[src/rtl/perf_counter_bank.sv]
// rtl/perf_counter_bank.sv - bank of event counters with sticky overflow, atomic snapshot and registered read
//
// Purpose:
//   Counts NUM_EVT single-cycle event strobes in WIDTH-bit counters. All live
//   counters and overflow flags can be copied at once into a shadow bank, and
//   reads are served only from that shadow bank through a registered port, so
//   every value read belongs to one consistent snapshot.
//
// Build option:
//   PERF_SAT_EN  defined   -> counters saturate at all-ones
//                undefined -> counters wrap all-ones -> 0
//   In both builds the overflow flag is set by the first event seen at all-ones.
//
// Ports:
//   clk_i       rising-edge clock
//   rst_ni      asynchronous active-low reset
//   evt_i       per-channel event strobes, one event per high cycle
//   ch_en_i     per-channel count enable
//   run_i       global count enable, ANDed with ch_en_i
//   clear_i     synchronous clear of live counters and overflow flags
//   snap_req_i  copy live counters/flags into the shadow bank on this edge
//   snap_ack_o  high for the cycle after a capturing edge
//   rd_sel_i    shadow channel to read
//   rd_data_o   registered shadow counter of rd_sel_i (0 when out of range)
//   rd_ovf_o    registered shadow overflow flag of rd_sel_i (0 when out of range)
//   ovf_o       live sticky overflow flags
//   any_ovf_o   OR of ovf_o
module perf_counter_bank #(
  parameter int WIDTH   = 16,
  parameter int NUM_EVT = 8,
  parameter int SEL_W   = 5
) (
  input  logic               clk_i,
  input  logic               rst_ni,
  input  logic [NUM_EVT-1:0] evt_i,
  input  logic [NUM_EVT-1:0] ch_en_i,
  input  logic               run_i,
  input  logic               clear_i,
  input  logic               snap_req_i,
  output logic               snap_ack_o,
  input  logic [SEL_W-1:0]   rd_sel_i,
  output logic [WIDTH-1:0]   rd_data_o,
  output logic               rd_ovf_o,
  output logic [NUM_EVT-1:0] ovf_o,
  output logic               any_ovf_o
);

  logic [WIDTH-1:0]   cnt_q [NUM_EVT];
  logic [WIDTH-1:0]   cnt_d [NUM_EVT];
  logic [NUM_EVT-1:0] ovf_q;
  logic [NUM_EVT-1:0] ovf_d;
  logic [WIDTH-1:0]   shd_q [NUM_EVT];
  logic [WIDTH-1:0]   shd_d [NUM_EVT];
  logic [NUM_EVT-1:0] shd_ovf_q;
  logic [NUM_EVT-1:0] shd_ovf_d;
  logic [WIDTH-1:0]   rd_data_q;
  logic [WIDTH-1:0]   rd_data_d;
  logic               rd_ovf_q;
  logic               rd_ovf_d;
  logic               snap_ack_q;
  logic               snap_ack_d;
  logic [NUM_EVT-1:0] inc;

  assign inc = evt_i & ch_en_i & {NUM_EVT{run_i}};

  // Live counters: clear wins over any event in the same cycle.
  always_comb begin
    ovf_d = ovf_q;
    for (int i = 0; i < NUM_EVT; i++) begin
      cnt_d[i] = cnt_q[i];
      if (clear_i) begin
        cnt_d[i] = '0;
        ovf_d[i] = 1'b0;
      end else if (inc[i]) begin
        if (&cnt_q[i]) begin
`ifdef PERF_SAT_EN
          cnt_d[i] = cnt_q[i];
`else
          cnt_d[i] = '0;
`endif
          ovf_d[i] = 1'b1;
        end else begin
          cnt_d[i] = cnt_q[i] + WIDTH'(1);
        end
      end
    end
  end

  // Shadow captures the pre-edge live state, so same-cycle events and a
  // same-cycle clear are not reflected in the snapshot.
  always_comb begin
    shd_ovf_d = snap_req_i ? ovf_q : shd_ovf_q;
    for (int i = 0; i < NUM_EVT; i++) begin
      shd_d[i] = snap_req_i ? cnt_q[i] : shd_q[i];
    end
  end

  // Read mux over the current shadow; out-of-range selects return zero.
  always_comb begin
    rd_data_d = '0;
    rd_ovf_d  = 1'b0;
    for (int i = 0; i < NUM_EVT; i++) begin
      if (rd_sel_i == SEL_W'(i)) begin
        rd_data_d = shd_q[i];
        rd_ovf_d  = shd_ovf_q[i];
      end
    end
  end

  assign snap_ack_d = snap_req_i;

  always_ff @(posedge clk_i or negedge rst_ni) begin
    if (!rst_ni) begin
      for (int i = 0; i < NUM_EVT; i++) begin
        cnt_q[i] <= '0;
        shd_q[i] <= '0;
      end
      ovf_q      <= '0;
      shd_ovf_q  <= '0;
      rd_data_q  <= '0;
      rd_ovf_q   <= 1'b0;
      snap_ack_q <= 1'b0;
    end else begin
      for (int i = 0; i < NUM_EVT; i++) begin
        cnt_q[i] <= cnt_d[i];
        shd_q[i] <= shd_d[i];
      end
      ovf_q      <= ovf_d;
      shd_ovf_q  <= shd_ovf_d;
      rd_data_q  <= rd_data_d;
      rd_ovf_q   <= rd_ovf_d;
      snap_ack_q <= snap_ack_d;
    end
  end

  assign snap_ack_o = snap_ack_q;
  assign rd_data_o  = rd_data_q;
  assign rd_ovf_o   = rd_ovf_q;
  assign ovf_o      = ovf_q;
  assign any_ovf_o  = |ovf_q;

endmodule

[config.mk]
export PLATFORM = sky130hd
export DESIGN_NAME = perf_counter_bank
export DESIGN_NICKNAME = d
export VERILOG_FILES = /design/src/rtl/perf_counter_bank.sv
export SDC_FILE = /design/constraint.sdc
export NUM_CORES = 1
export LEC_CHECK = 0
export BUFFER_PORTS_ARGS = -buffer_cell sky130_fd_sc_hd__buf_2
export CAP_MARGIN = 20
export CORE_ASPECT_RATIO = 1.2
export CORE_MARGIN = 2
export CORE_UTILIZATION = 67
export DETAILED_ROUTE_END_ITERATION = 6
export PLACE_DENSITY = 0.91
export SYNTH_ARGS = -nofsm -noshare
export SYNTH_HDL_FRONTEND = slang
export SYNTH_SLANG_ARGS = --single-unit
[constraint.sdc]
create_clock -name clk_i -period 6.16 [get_ports clk_i]
set_clock_uncertainty 0.2 [all_clocks]
set_input_delay 1.54 -clock clk_i [delete_from_list [all_inputs] [get_ports clk_i]]
set_output_delay 1.54 -clock clk_i [all_outputs]
set_load 0.05 [all_outputs]
==> Yosys cells after proc, flatten, opt, wreduce, memory -nomap -nowiden <==
Index checks and enable logic that the tools add are counted.
{ "totals": {"register_bits": 290, "in_bits": 26, "output_inout_bits": 27, "word_cells": 143} }
{ "classes": {"n_addsub": 8, "n_eq_ne": 7, "reduce_logical": 34, "n_bitwise": 2, "n_mux": 64} }
{ "ops": {"columns": ["op", "count"], "rows": [
  ["16-bit two-way mux", 32],
  ["16-bit by 1-bit adder with 16-bit output (second input constant)", 8],
  ["16-bit AND reduction", 8],
  ["1-bit two-way mux", 32],
  ["2-bit nonzero test", 16],
  ["5-bit by 3-bit equality test with 1-bit output (second input constant)", 4],
  ["8-bit bitwise AND", 2],
  ["2-bit AND reduction", 8],
  ["5-bit by 2-bit equality test with 1-bit output (second input constant)", 2],
  ["8-bit OR reduction", 1],
  ["5-bit by 1-bit equality test with 1-bit output (second input constant)", 1],
  ["5-bit zero test", 1]
]} }

==> Depth between registers and ports, before layout <==
Gate-level depths: netlist of the first run.
{ "logic_depth": {"word_depth": 9, "mapped_depth": 8, "ltp_nobuf": 6} }

==> Least setup slack after synthesis of the first run <==
No wires, ideal clock.
{ "synth_timing": {"kind": "input port to flip-flop", "startpoint": "input run_i", "endpoint": "register cnt_q[105] in the netlist's numbering", "required_ns": 5.886, "setup_time_ns": 0.074, "path_buffers": 3, "stages": 8, "arrival_ns": 2.818, "slack_ns": 3.068, "path_cell_list": "buf_4 > and3_1 > buf_4 > nor2_2 > or3_4 > buf_6 > or3_1 > o21ai_2"} }
{ "synth_between": {"elab_chain_len": 2} }
{ "synth_lines": {"columns": ["element", "line_no", "text"], "rows": [
  ["start, declared", "37", "input logic run_i,"],
  ["8-bit bitwise AND", "64", "assign inc = evt_i & ch_en_i & {NUM_EVT{run_i}};"],
  ["2-bit nonzero test (no line)", null, null],
  ["end signal, assigned by index", "125", "cnt_q[i] <= cnt_d[i];"],
  ["end, declared", "48", "logic [WIDTH-1:0] cnt_q [NUM_EVT];"]
]} }
Every way passes these cells.
A chain may end at the register's enable or synchronous reset.

==> Worst setup path in the final report of the first run <==
{ "layout_timing": {"startpoint": "register ovf_q[5] (netlist: ovf_o[5])", "endpoint": "output any_ovf_o"} }
{ "layout_between": {"elab_chain_len": 1} }
{ "layout_lines": {"columns": ["element", "line_no", "text"], "rows": [
  ["start, declared", "50", "logic [NUM_EVT-1:0] ovf_q;"],
  ["start signal, assigned", "128", "ovf_q <= ovf_d;"],
  ["8-bit OR reduction", "140", "assign any_ovf_o = |ovf_q;"],
  ["end, declared", "45", "output logic any_ovf_o"]
]} }
Every way passes these cells.

==> results.md, run 1 <==
* Status: finished, final reports clean
* Number of CTS-inserted buffers at 29
* Setup-failing EPs final at 0
* Port Buffer Count at 52
* Final WS setup at between 2000 and 3000 ps
* Cts hold-fix bufs at 0
* Core Region at 0.0203 mm²
* Average size of a mapped cell at between 10 and 15 µm²
* Clock transition at the registers of the reported paths at roughly 60 ps
* Netlist Area Pre-Place at ~0.014 mm²
* Per-cell routed wire length at about 22 µm
* Share of cells above drive strength 1 at 0.196
* Total number of vias at about 11000
* Critical Path AT at between 1500 and 2000 ps
* First-pass GRT wire length at just under 60000 µm
* Nets at approximately 1400
* Max Clock Freq at about 0.28 GHz
* 1st-pass router iterations at 7
* DRC viols at 0
* Final Max Slew Viols at 0
* Setup Buffers After CTS at 0
* Die area at around 0.022 mm²
* Net Count, Synth at between 1000 and 1500
* Final Hold Viols at 0
* Setup TNS at 0 ps
* Max clock buf depth at 3
* DP Wirelength at 23200 µm
* Gr usage total at 0.338
* Antenna Nets Post-Route at 0
* CTS tree: done
* Synth Instances at ~1300
* Final WL at 36100 µm
* Critical path type: register to primary output
* # rows at 57
* Yosys cell types at between 60 and 70
* CTS root buf: clkbuf_16
* Post-synthesis sequential area ratio at 0.520
* Final worst-path cycle share at 0.578
* Critical Path RT at 4420 ps
* Clk sinks at 290
* Hold WC Path Type: register to register
* Fillers at ~1200
* Die Wd at approximately 140 µm
* Yosys reg bits at 290
* Layout area overhead at 9.86%
* Post-synth EDFFs at 0
* Pin slew with the least headroom to its limit at 1050 ps
* Critical Path Sink Type: primary output
* Post-cts sizing count at 0
* Dpl ws at about 2300 ps
* Design Area, Final at ~0.015 mm²
* Fin crit period at roughly 3600 ps
* Die Ht at roughly 160 µm
* Diode count at 0
* Maximum vdd drop at 0.269 mV
* Worst setup SP type: register
* Finished Layout Cells at 1617
* Initial drt markers at about 1400
* Pwr/cell area at 263 mW/mm²
* Via/cell ratio at ~6.7
* Main synth FF type: dfrtp_1
* Placed cells at roughly 1600
* Initial Util at 0.686
* Worst skew pair latency at ~550 ps
* Num ports at 53
* Worst-path maximum fanout at 4
* Number of max-cap violations at 0
* Lkg Pwr at roughly 7.0 nW
* Largest net degree at the start of global routing at ~120
* Slew headroom at 0.302
* Placed cell areas at approximately 0.014 mm²
* Gr ovfl total at 0
* Async set-reset flop share out of synthesis at 1.00
* RSZ-0062 raised after global routing: false
* Initial antenna violation count at 0
* Warnings from Yosys at 0
* Number of global-route vias before repair at approximately 11000
* H-tree levels at 1
* RePlAce Congestion at 0.982
## final timing paths
check / from / endpoint / slack [ps] / depth (start not counted)
max: ovf_o[5] / any_ovf_o / 2600 / 3
min: shd_q[22] / shd_q[22] / 310 / 1
max reg2reg: cnt_q[4] / cnt_q[5] / 3840 / 5
min reg2reg: shd_q[22] / shd_q[22] / 310 / 1
max in group asynchronous: rst_ni / cnt_q[3] / 3850 / 2
min in group asynchronous: rst_ni / cnt_q[75] / 730 / 1
## state kept, by name, indices dropped and copies added, names as in the netlist
register / cells
snap_ack_o: 1
rd_data_o: 16
shd_q: 128
cnt_q: 128
rd_ovf_o: 1
shd_ovf_q: 8
ovf_o: 8
## cells in the mapped netlist (3+ instances only)
cell / n / area share
a211oi_1: 10 / 0.0054
a21o_1: 4 / 0.0022
a21oi_1: 54 / 0.019
a22o_1: 14 / 0.0088
a22oi_1: 5 / 0.0027
a31oi_1: 6 / 0.0027
and2_1: 7 / 0.0031
and3_1: 21 / 0.0094
and4_1: 4 / 0.0025
buf_2: 17 / 0.0061
buf_4: 3 / 0.0016
buf_6: 3 / 0.0024
clkbuf_1: 43 / 0.012
dfrtp_1: 290 / 0.52
ha_1: 8 / 0.0072
inv_1: 29 / 0.0078
mux2_2: 130 / 0.10
mux2i_1: 34 / 0.024
mux4_2: 8 / 0.013
nand2_1: 95 / 0.026
nand2b_1: 7 / 0.0031
nand3_1: 70 / 0.025
nand3b_1: 6 / 0.0032
nand4_1: 33 / 0.015
nor2_1: 134 / 0.036
nor2b_1: 17 / 0.0076
nor3_1: 22 / 0.0079
nor4_1: 10 / 0.0045
nor4_2: 3 / 0.0027
o211ai_1: 6 / 0.0032
o21a_1: 8 / 0.0043
o21ai_0: 62 / 0.022
o21ai_1: 6 / 0.0022
o311a_1: 9 / 0.0065
o311ai_0: 3 / 0.0019
o31ai_1: 5 / 0.0027
or2_2: 4 / 0.0018
or3_1: 19 / 0.0085
or4_1: 4 / 0.0022
xnor2_1: 24 / 0.015
xor2_1: 44 / 0.028
## critical path, stage by stage (launching register included)
cell and delay (ps):
dfrtp_1 440, nor4_1 430, nand2_1 170, buf_2 250
## logic make-up after synthesis
family,Yosys count,synth area share
AOI/OAI and AO/OA,201,0.0897
xor gates and xnor gates,68,0.0427
adders and majority gates,8,0.00718
buffers and inverters,97,0.0301
DFF,290,0.520
muxes,172,0.142
and+or+nand+nor,470,0.168
## metal layers
layer  vias to the layer above  share of wire  global-route usage
met4                         0          0.059               0.153
met1                      5327           0.39               0.469
met2                       737           0.47               0.539
li1                       4684              -                   -
met3                       157          0.084              0.0446
met5                         -              0                   0
## layout by cell type, fill, tap and decap left out, drive strengths merged, types with 5 or more instances in the layout
cell / Yosys / routed
o21a: 8 / 8
buf: 25 / 61
xor2: 44 / 44
a31oi: 6 / 6
or3: 20 / 20
nor4: 13 / 13
dfrtp: 290 / 290
nor2b: 17 / 17
mux4: 8 / 8
a22o: 14 / 14
nand4: 35 / 35
and2: 8 / 8
or2: 5 / 5
xnor2: 24 / 24
nand3: 71 / 71
a21oi: 54 / 54
o211ai: 6 / 6
mux2: 130 / 130
nor2: 135 / 135
nand2b: 7 / 7
nand3b: 6 / 6
clkinv: 0 / 8
o21ai: 70 / 70
ha: 8 / 8
inv: 29 / 29
and3: 22 / 22
nor3: 24 / 24
nand2: 95 / 95
clkbuf: 43 / 42
o311a: 9 / 9
mux2i: 34 / 34
a22oi: 5 / 5
o31ai: 5 / 5
a211oi: 10 / 10
## report_power, final
part | internal [W] | switching, W
logic | 0.0000690 | 0.000167
clock network | 0.00109 | 0.000734
registers | 0.00193 | 0.0000285
total | 0.00309 | 0.000930
## final cells by class
type / count / area (µm²) / area share
Clock buffer: 42 / 865 / 0.0564
Clock inverter: 11 / 134 / 0.00874
Inverter: 29 / 109 / 0.00711
Multi-Input combinational cell: 919 / 6270 / 0.409
Sequential cell: 290 / 7260 / 0.474
Tap cell: 265 / 332 / 0.0216
Timing Repair Buffer: 61 / 355 / 0.0232
## per-stage QoR
stage / util / total power (W) / hold WS [ps]
floorplan: - / 0.00213 / 273
global placement: 0.705 / 0.00221 / 287
detailed placement: 0.705 / 0.00222 / 291
CTS: 0.754 / 0.00403 / 308
global route: 0.754 / 0.00413 / 321
finish: 0.754 / 0.00402 / 306
(Power assumes the default switching activity.)
==> run 2: changes to the inputs <==
Settings changed: CORE_UTILIZATION 67 to 62, PLACE_DENSITY 0.91 to 0.86.
Clock period 6.16 ns to 3.35 ns, I/O delays scaled along.
==> run 2 against run 1 <==
  * Flip-flop and latch count is the same
  * Die area rose by 7.8%
  * Combinational power is 92% higher
  * First-iteration DRC count is 28% lower
  * Wire length decreased by 4.8%
  * Cell count grew 1.5%
  * Largest cell class unchanged
  * Largest power group unchanged
==> results.md, run 2 (synthesis gave the netlist of run 1 again) <==
* Die Ht at 168 µm (was 162 µm)
* Most common cell after layout, fill and taps aside: dfrtp_1 (unchanged)
* Nets at 1378 (was 1364)
* Critical Path AT at 2010 ps (was 1820 ps)
* Cts hold-fix bufs at 0 (unchanged)
* Gr usage total at 0.294 (was 0.338)
* Dpl ws at 386 ps (was 2330 ps)
* Status: finished, final reports clean (unchanged)
* Initial drt markers at 1033 (was 1444)
* Worst-path maximum fanout at 4 (unchanged)
* NetSw at 0.00170 W (was 0.000930 W)
* Die Wd at 141 µm (was 136 µm)
* Critical Path RT at 2310 ps (was 4420 ps)
* Initial antenna violation count at 0 (unchanged)
* Core Region at 0.0222 mm² (was 0.0203 mm²)
* DRC viols at 0 (unchanged)
* Initial Util at 0.627 (was 0.686)
* Setup TNS at 0 ps (unchanged)
* Layout area overhead at 10.2% (was 9.86%)
* Switching share of power at 0.240 (was 0.231)
* # rows at 60 (was 57)
* Pwr/cell area at 460 mW/mm² (was 263 mW/mm²)
* Slew headroom at 0.508 (was 0.302)
* Pin slew with the least headroom to its limit at 731 ps (was 1050 ps)
* Util after Layout at 0.692 (was 0.754)
* Port Buffer Count at 52 (unchanged)
* Diode count at 0 (unchanged)
* Worst skew pair latency at 550 ps (about the same)
* P_int at 0.00538 W (was 0.00309 W)
* Final Max Slew Viols at 0 (unchanged)
* Share of power burned in registers at 0.508 (was 0.487)
* Lkg Pwr at 7.05 nW (was 7.03 nW)
* Setup Buffers After CTS at 0 (unchanged)
* RePlAce Congestion at 0.923 (was 0.982)
* Final Hold Viols at 0 (unchanged)
* Clk sinks at 290 (unchanged)
* Critical Path Sink Type: primary output (unchanged)
* Number of global-route vias before repair at 10600 (was 10500)
* 1st-pass router iterations at 6 (was 7)
* Post-cts sizing count at 0 (unchanged)
* CTS tree: done (unchanged)
* H-tree levels at 1 (unchanged)
* Via/cell ratio at 6.44 (was 6.74)
* Antenna Nets Post-Route at 0 (unchanged)
* Fin crit period at between 3000 and 4000 ps
* Final WL at 34400 µm (was 36100 µm)
* DP Wirelength at 23500 µm (was 23200 µm)
* Max Clock Freq at roughly 0.33 GHz
* First-pass GRT wire length at 55900 µm (was 57900 µm)
* Die area at 0.0237 mm² (was 0.0220 mm²)
* Clock transition at the registers of the reported paths at 60 ps (about the same)
* Worst setup SP type: register (unchanged)
* Most frequent cells in the layout: dfrtp_1 (290), nor2_1 (134), mux2_2 (130) (unchanged)
* Setup-failing EPs final at 0 (unchanged)
* Critical path type: register to primary output (unchanged)
* Clock power frac at 0.428 (was 0.455)
* R2R setup slack at 1030 ps (was 3840 ps)
* Final WS setup at 307 ps (was 2600 ps)
* RSZ-0062 raised after global routing: false (unchanged)
* Number of max-cap violations at 0 (unchanged)
* Final worst-path cycle share at 0.908
* Number of CTS-inserted buffers at 29 (unchanged)
* Largest net degree at the start of global routing at 87 (was 119)
* Maximum vdd drop at 0.429 mV (was 0.269 mV)
* Hold WC Path Type: input pin to async pin (was register to register)
* Total number of vias at 10600 (was 10900)
* Max clock buf depth at 3 (unchanged)
* Num ports at 53 (unchanged)
* Per-cell routed wire length at 20.9 µm (was 22.3 µm)
* CTS root buf: clkbuf_16 (unchanged)
* Gr ovfl total at 0 (unchanged)
* Share of cells above drive strength 1 at 0.201 (was 0.196)
* Logic pwr share at 0.064 (was 0.059)
==> run 2: routing by layer <==
layer / GRT usage / vias up / share of wire
met4: 0.133 / 0 / 0.050
met1: 0.384 / 5263 / 0.39
li1: - / 4725 / -
met3: 0.0415 / 123 / 0.062
met2: 0.492 / 471 / 0.50
met5: 0 / - / 0
==> run 2: worst paths after layout <==
check,start,to,cells after the start
max,ovf_o[5],any_ovf_o,3
min,rst_ni,cnt_q[100],1
max reg2reg,cnt_q[3],cnt_q[5],5
min reg2reg,shd_q[27],shd_q[27],1
max in group asynchronous,rst_ni,shd_ovf_q[6],2
min in group clk_i,shd_q[27],shd_q[27],1
==> run 2: stage by stage <==
| step | cells | power, W | cell area [µm²] | hold WS (ps) |
|---|---|---|---|---|
| global route | 1642 | 0.00729 | 15400 | 166 |
| detailed placement | 1592 | 0.00410 | 14500 | 292 |
| finish | 1642 | 0.00708 | 15400 | 99.7 |
| global placement | 1592 | 0.00409 | 14500 | 284 |
| CTS | 1642 | 0.00710 | 15400 | 121 |
| floorplan | 1306 | 0.00391 | 13900 | 273 |
==> run 2: critical path, cell delays in order, from the launching register on <==
cell     delay, ps
dfrtp_1        450
nor4_1         690
nand2_1         90
buf_2          240
==> run 2: layout make-up <==
type | count | area [µm²]
Clock buffer | 40 | 817
Clock inverter | 10 | 57.6
Fill cell | 1502 | 6850
Inverter | 29 | 109
Multi-Input combinational cell | 919 | 6270
Sequential cell | 290 | 7260
Tap cell | 279 | 349
Timing Repair Buffer | 75 | 510
==> run 2: power by group through the flow <==
stage               logic (W)  clock network [W]  registers (W)
floorplan            0.000248                  0        0.00366
global placement     0.000437                  0        0.00365
detailed placement   0.000449                  0        0.00365
CTS                  0.000452            0.00305        0.00359
global route         0.000493            0.00320        0.00360
finish               0.000453            0.00303        0.00359
==> run 3: changes to the inputs <==
Settings changed: ABC_AREA from default to 1.
==> run 3 against run 2 <==
  * First-iteration DRC count increased by 38%
  * Critical path type unchanged
  * Area after synthesis increased by 2.3%
  * Final area increased by 3.4%
  * Utilization increased by 1.4 points
  * Synthesized cell count increased by 37%
  * Sequential share of layout area decreased by 1.5 points
  * Largest cell class unchanged
  * Highest routed layer unchanged
  * Sequential power increased by 5%
  * Global-route usage increased by 3.4 points
==> results.md, run 3 <==
* Netlist Area Pre-Place at 0.0143 mm² (was 0.0139 mm²)
* Most instantiated cells after synthesis: nand2_1 (387), nor2_1 (307), dfrtp_1 (290) (was dfrtp_1 (290), nor2_1 (134), mux2_2 (130))
* Clk sinks at 290 (unchanged)
* Synth Instances at 1793 (was 1306)
* DP Wirelength at 27300 µm (was 23500 µm)
* Number of max-cap violations at 0 (unchanged)
* RSZ-0062 raised after global routing: false (unchanged)
* Cts hold-fix bufs at 0 (unchanged)
* Area contributors post-synth: dfrtp_1 (51%), nand2_1 (10%), nor2_1 (8.1%), inv_1 (4.8%), a21oi_1 (4.1%) (was dfrtp_1 (52%), mux2_2 (10%), nor2_1 (3.6%), xor2_1 (2.8%), nand2_1 (2.6%))
* H-tree levels at 1 (unchanged)
* R2R setup slack at 1250 ps (was 1030 ps)
* Worst skew pair latency at 560 ps (was 550 ps)
* Pin slew with the least headroom to its limit at 911 ps (was 731 ps)
* # rows at 60 (unchanged)
* Fillers at 1758 (was 1502)
* Most frequent cells in the layout: nand2_1 (387), nor2_1 (307), dfrtp_1 (290) (was dfrtp_1 (290), nor2_1 (134), mux2_2 (130))
* Lkg Pwr at 7.32 nW (was 7.05 nW)
* Final worst-path cycle share at 0.942 (was 0.908)
* Post-cts sizing count at 0 (unchanged)
* CTS root buf: clkbuf_16 (unchanged)
* Num ports at 53 (unchanged)
* Critical Path Sink Type: primary output (unchanged)
* Worst path top cell family by delay: simple AND/OR/NAND/NOR gates (unchanged)
* Initial antenna violation count at 0 (unchanged)
* Number of global-route vias before repair at 12200 (was 10600)
* Share of cells above drive strength 1 at 0.0928 (was 0.201)
* Die area at 0.0242 mm² (was 0.0237 mm²)
* Total power at 0.00781 W (was 0.00708 W)
* Via/cell ratio at 5.78 (was 6.44)
* Maximum vdd drop at 0.476 mV (was 0.429 mV)
* Top-count cell post-synth: nand2_1 (was dfrtp_1)
* Reg-to-Reg End: cnt_q[94] (was cnt_q[5])
* Gr usage total at 0.328 (was 0.294)
* Buf/Inv on CP at 1 (unchanged)
* Warnings from Yosys at 0 (unchanged)
* Average size of a mapped cell at 7.95 µm² (was 10.7 µm²)
* Register area at 0.00726 mm² (unchanged)
* Post-synth EDFFs at 0 (unchanged)
* Share of the synthesized area in the top cell type at 0.509 (was 0.520)
* Critical Path RT at 2310 ps (about the same)
* Total number of vias at 12400 (was 10600)
* Largest net degree at the start of global routing at 83 (was 87)
* Hold WC Path Type: input pin to async pin (unchanged)
* Worst path depth at 3 (unchanged)
* Port Buffer Count at 52 (unchanged)
* Slew headroom at 0.390 (was 0.508)
* 1st-pass router iterations at 5 (was 6)
* Setup TNS at 0 ps (unchanged)
* Per-cell routed wire length at 17.9 µm (was 20.9 µm)
* Yosys cell types at 42 (was 61)
* Number of CTS-inserted buffers at 30 (was 29)
* Main synth FF type: dfrtp_1 (unchanged)
* Critical path type: register to primary output (unchanged)
* Net Count, Synth at 1827 (was 1340)
* Diode count at 0 (unchanged)
* Post-synthesis sequential area ratio at 0.509 (was 0.520)
* Worst R2R Path Depth at 8 (was 5)
* First-pass GRT wire length at 62700 µm (was 55900 µm)
* Max Clock Freq at 0.317 GHz (was 0.329 GHz)
* Initial Util at 0.633 (was 0.627)
* Multi-input gate area at 0.00603 mm² (was 0.00627 mm²)
* Most common cell after layout, fill and taps aside: nand2_1 (was dfrtp_1)
* Synth area leader: dfrtp_1 (unchanged)
* Core Region at 0.0225 mm² (was 0.0222 mm²)
* RePlAce Congestion at 0.957 (was 0.923)
* Fin crit period at 3160 ps (was 3040 ps)
* Nets at 1876 (was 1378)
* Clock transition at the registers of the reported paths at 60 ps (about the same)
* Gr ovfl total at 0 (unchanged)
* Worst setup SP type: register (unchanged)
* Final WL at 38400 µm (was 34400 µm)
* Setup-failing EPs final at 0 (unchanged)
* Yosys reg bits at 290 (unchanged)
* Final Max Slew Viols at 0 (unchanged)
* CTS tree: done (unchanged)
* Die Wd at 142 µm (was 141 µm)
* Reg-to-reg startpoint: cnt_q[81] (was cnt_q[3])
* Pwr/cell area at 492 mW/mm² (was 460 mW/mm²)
* Worst-path maximum fanout at 4 (unchanged)
* CP max stage cell: nor4_1 (unchanged)
* Die Ht at 170 µm (was 168 µm)
* Status: finished, final reports clean (unchanged)
* Critical Path AT at 2120 ps (was 2010 ps)
* CP Cell Sequence: nor4_1, nand2_1, buf_2 (unchanged)
* Setup Buffers After CTS at 0 (unchanged)
* Async set-reset flop share out of synthesis at 1.00 (unchanged)
* Initial drt markers at 1421 (was 1033)
* Max clock buf depth at 3 (unchanged)
* Slowest stage delay, CP at 750 ps (was 690 ps)
* Antenna Nets Post-Route at 0 (unchanged)
* DRC viols at 0 (unchanged)
* Layout area overhead at 11.4% (was 10.2%)
* Final Hold Viols at 0 (unchanged)
==> run 3: kinds of logic (layout without fill, tap and decap cells) <==
| logic type | Yosys count | after routing | share of synthesized area |
|---|---|---|---|
| AO/OA/AOI/OAI | 229 | 229 | 0.0846 |
| XOR/XNOR | 42 | 42 | 0.0258 |
| adder cells (fa/ha/maj) | 8 | 8 | 0.00702 |
| buffers and inverters | 248 | 320 | 0.0680 |
| flip-flops | 290 | 290 | 0.509 |
| multiplexers | 23 | 23 | 0.0182 |
| AND/OR/NAND/NOR | 953 | 953 | 0.288 |
==> run 3: cell type report <==
cell class | instances | area share
inverter | 192 | 0.0454
tap | 279 | 0.0220
clock buffer | 41 | 0.0537
sequential | 290 | 0.457
multi-input combinational | 1255 | 0.380
clock inverter | 14 | 0.00930
timing repair buffer | 73 | 0.0329
==> run 3: worst max-delay path by stage <==
stage	from	endpoint	slack (ps)
floorplan	ovf_o[5]	any_ovf_o	1100
global placement	rd_sel_i[1]	rd_data_o[14]	530
detailed placement	rd_sel_i[1]	rd_data_o[1]	490
CTS	ovf_o[4]	any_ovf_o	180
global route	ovf_o[4]	any_ovf_o	150
finish	ovf_o[4]	any_ovf_o	190
==> run 3: per-layer routing <==
metal,GRT usage,wire (µm)
met1,0.443,15500
met2,0.550,18500
met3,0.0473,2950
met4,0.107,1390
met5,0,0
==> run 3: power breakdown <==
group | internal (W) | leakage, nW | switching [W]
Sequential | 0.00365 | 3.88 | 0.000128
Combinational | 0.000170 | 2.94 | 0.000465
Clock | 0.00200 | 0.500 | 0.00139
Total | 0.00583 | 7.32 | 0.00199
==> run 3: metrics by stage <==
| stage | util | worst slack, ps | cells | instance area [µm²] | hold slack [ps] |
|---|---|---|---|---|---|
| final | 0.705 | 194 | 2144 | 15900 | 64.0 |
| after global routing | 0.705 | 149 | 2144 | 15900 | 98.1 |
| after CTS | 0.705 | 180 | 2144 | 15900 | 79.5 |
| after detailed placement | 0.661 | 487 | 2089 | 14900 | 279 |
| after global placement | 0.661 | 526 | 2089 | 14900 | 265 |
| after floorplan | - | 1100 | 1793 | 14300 | 245 |
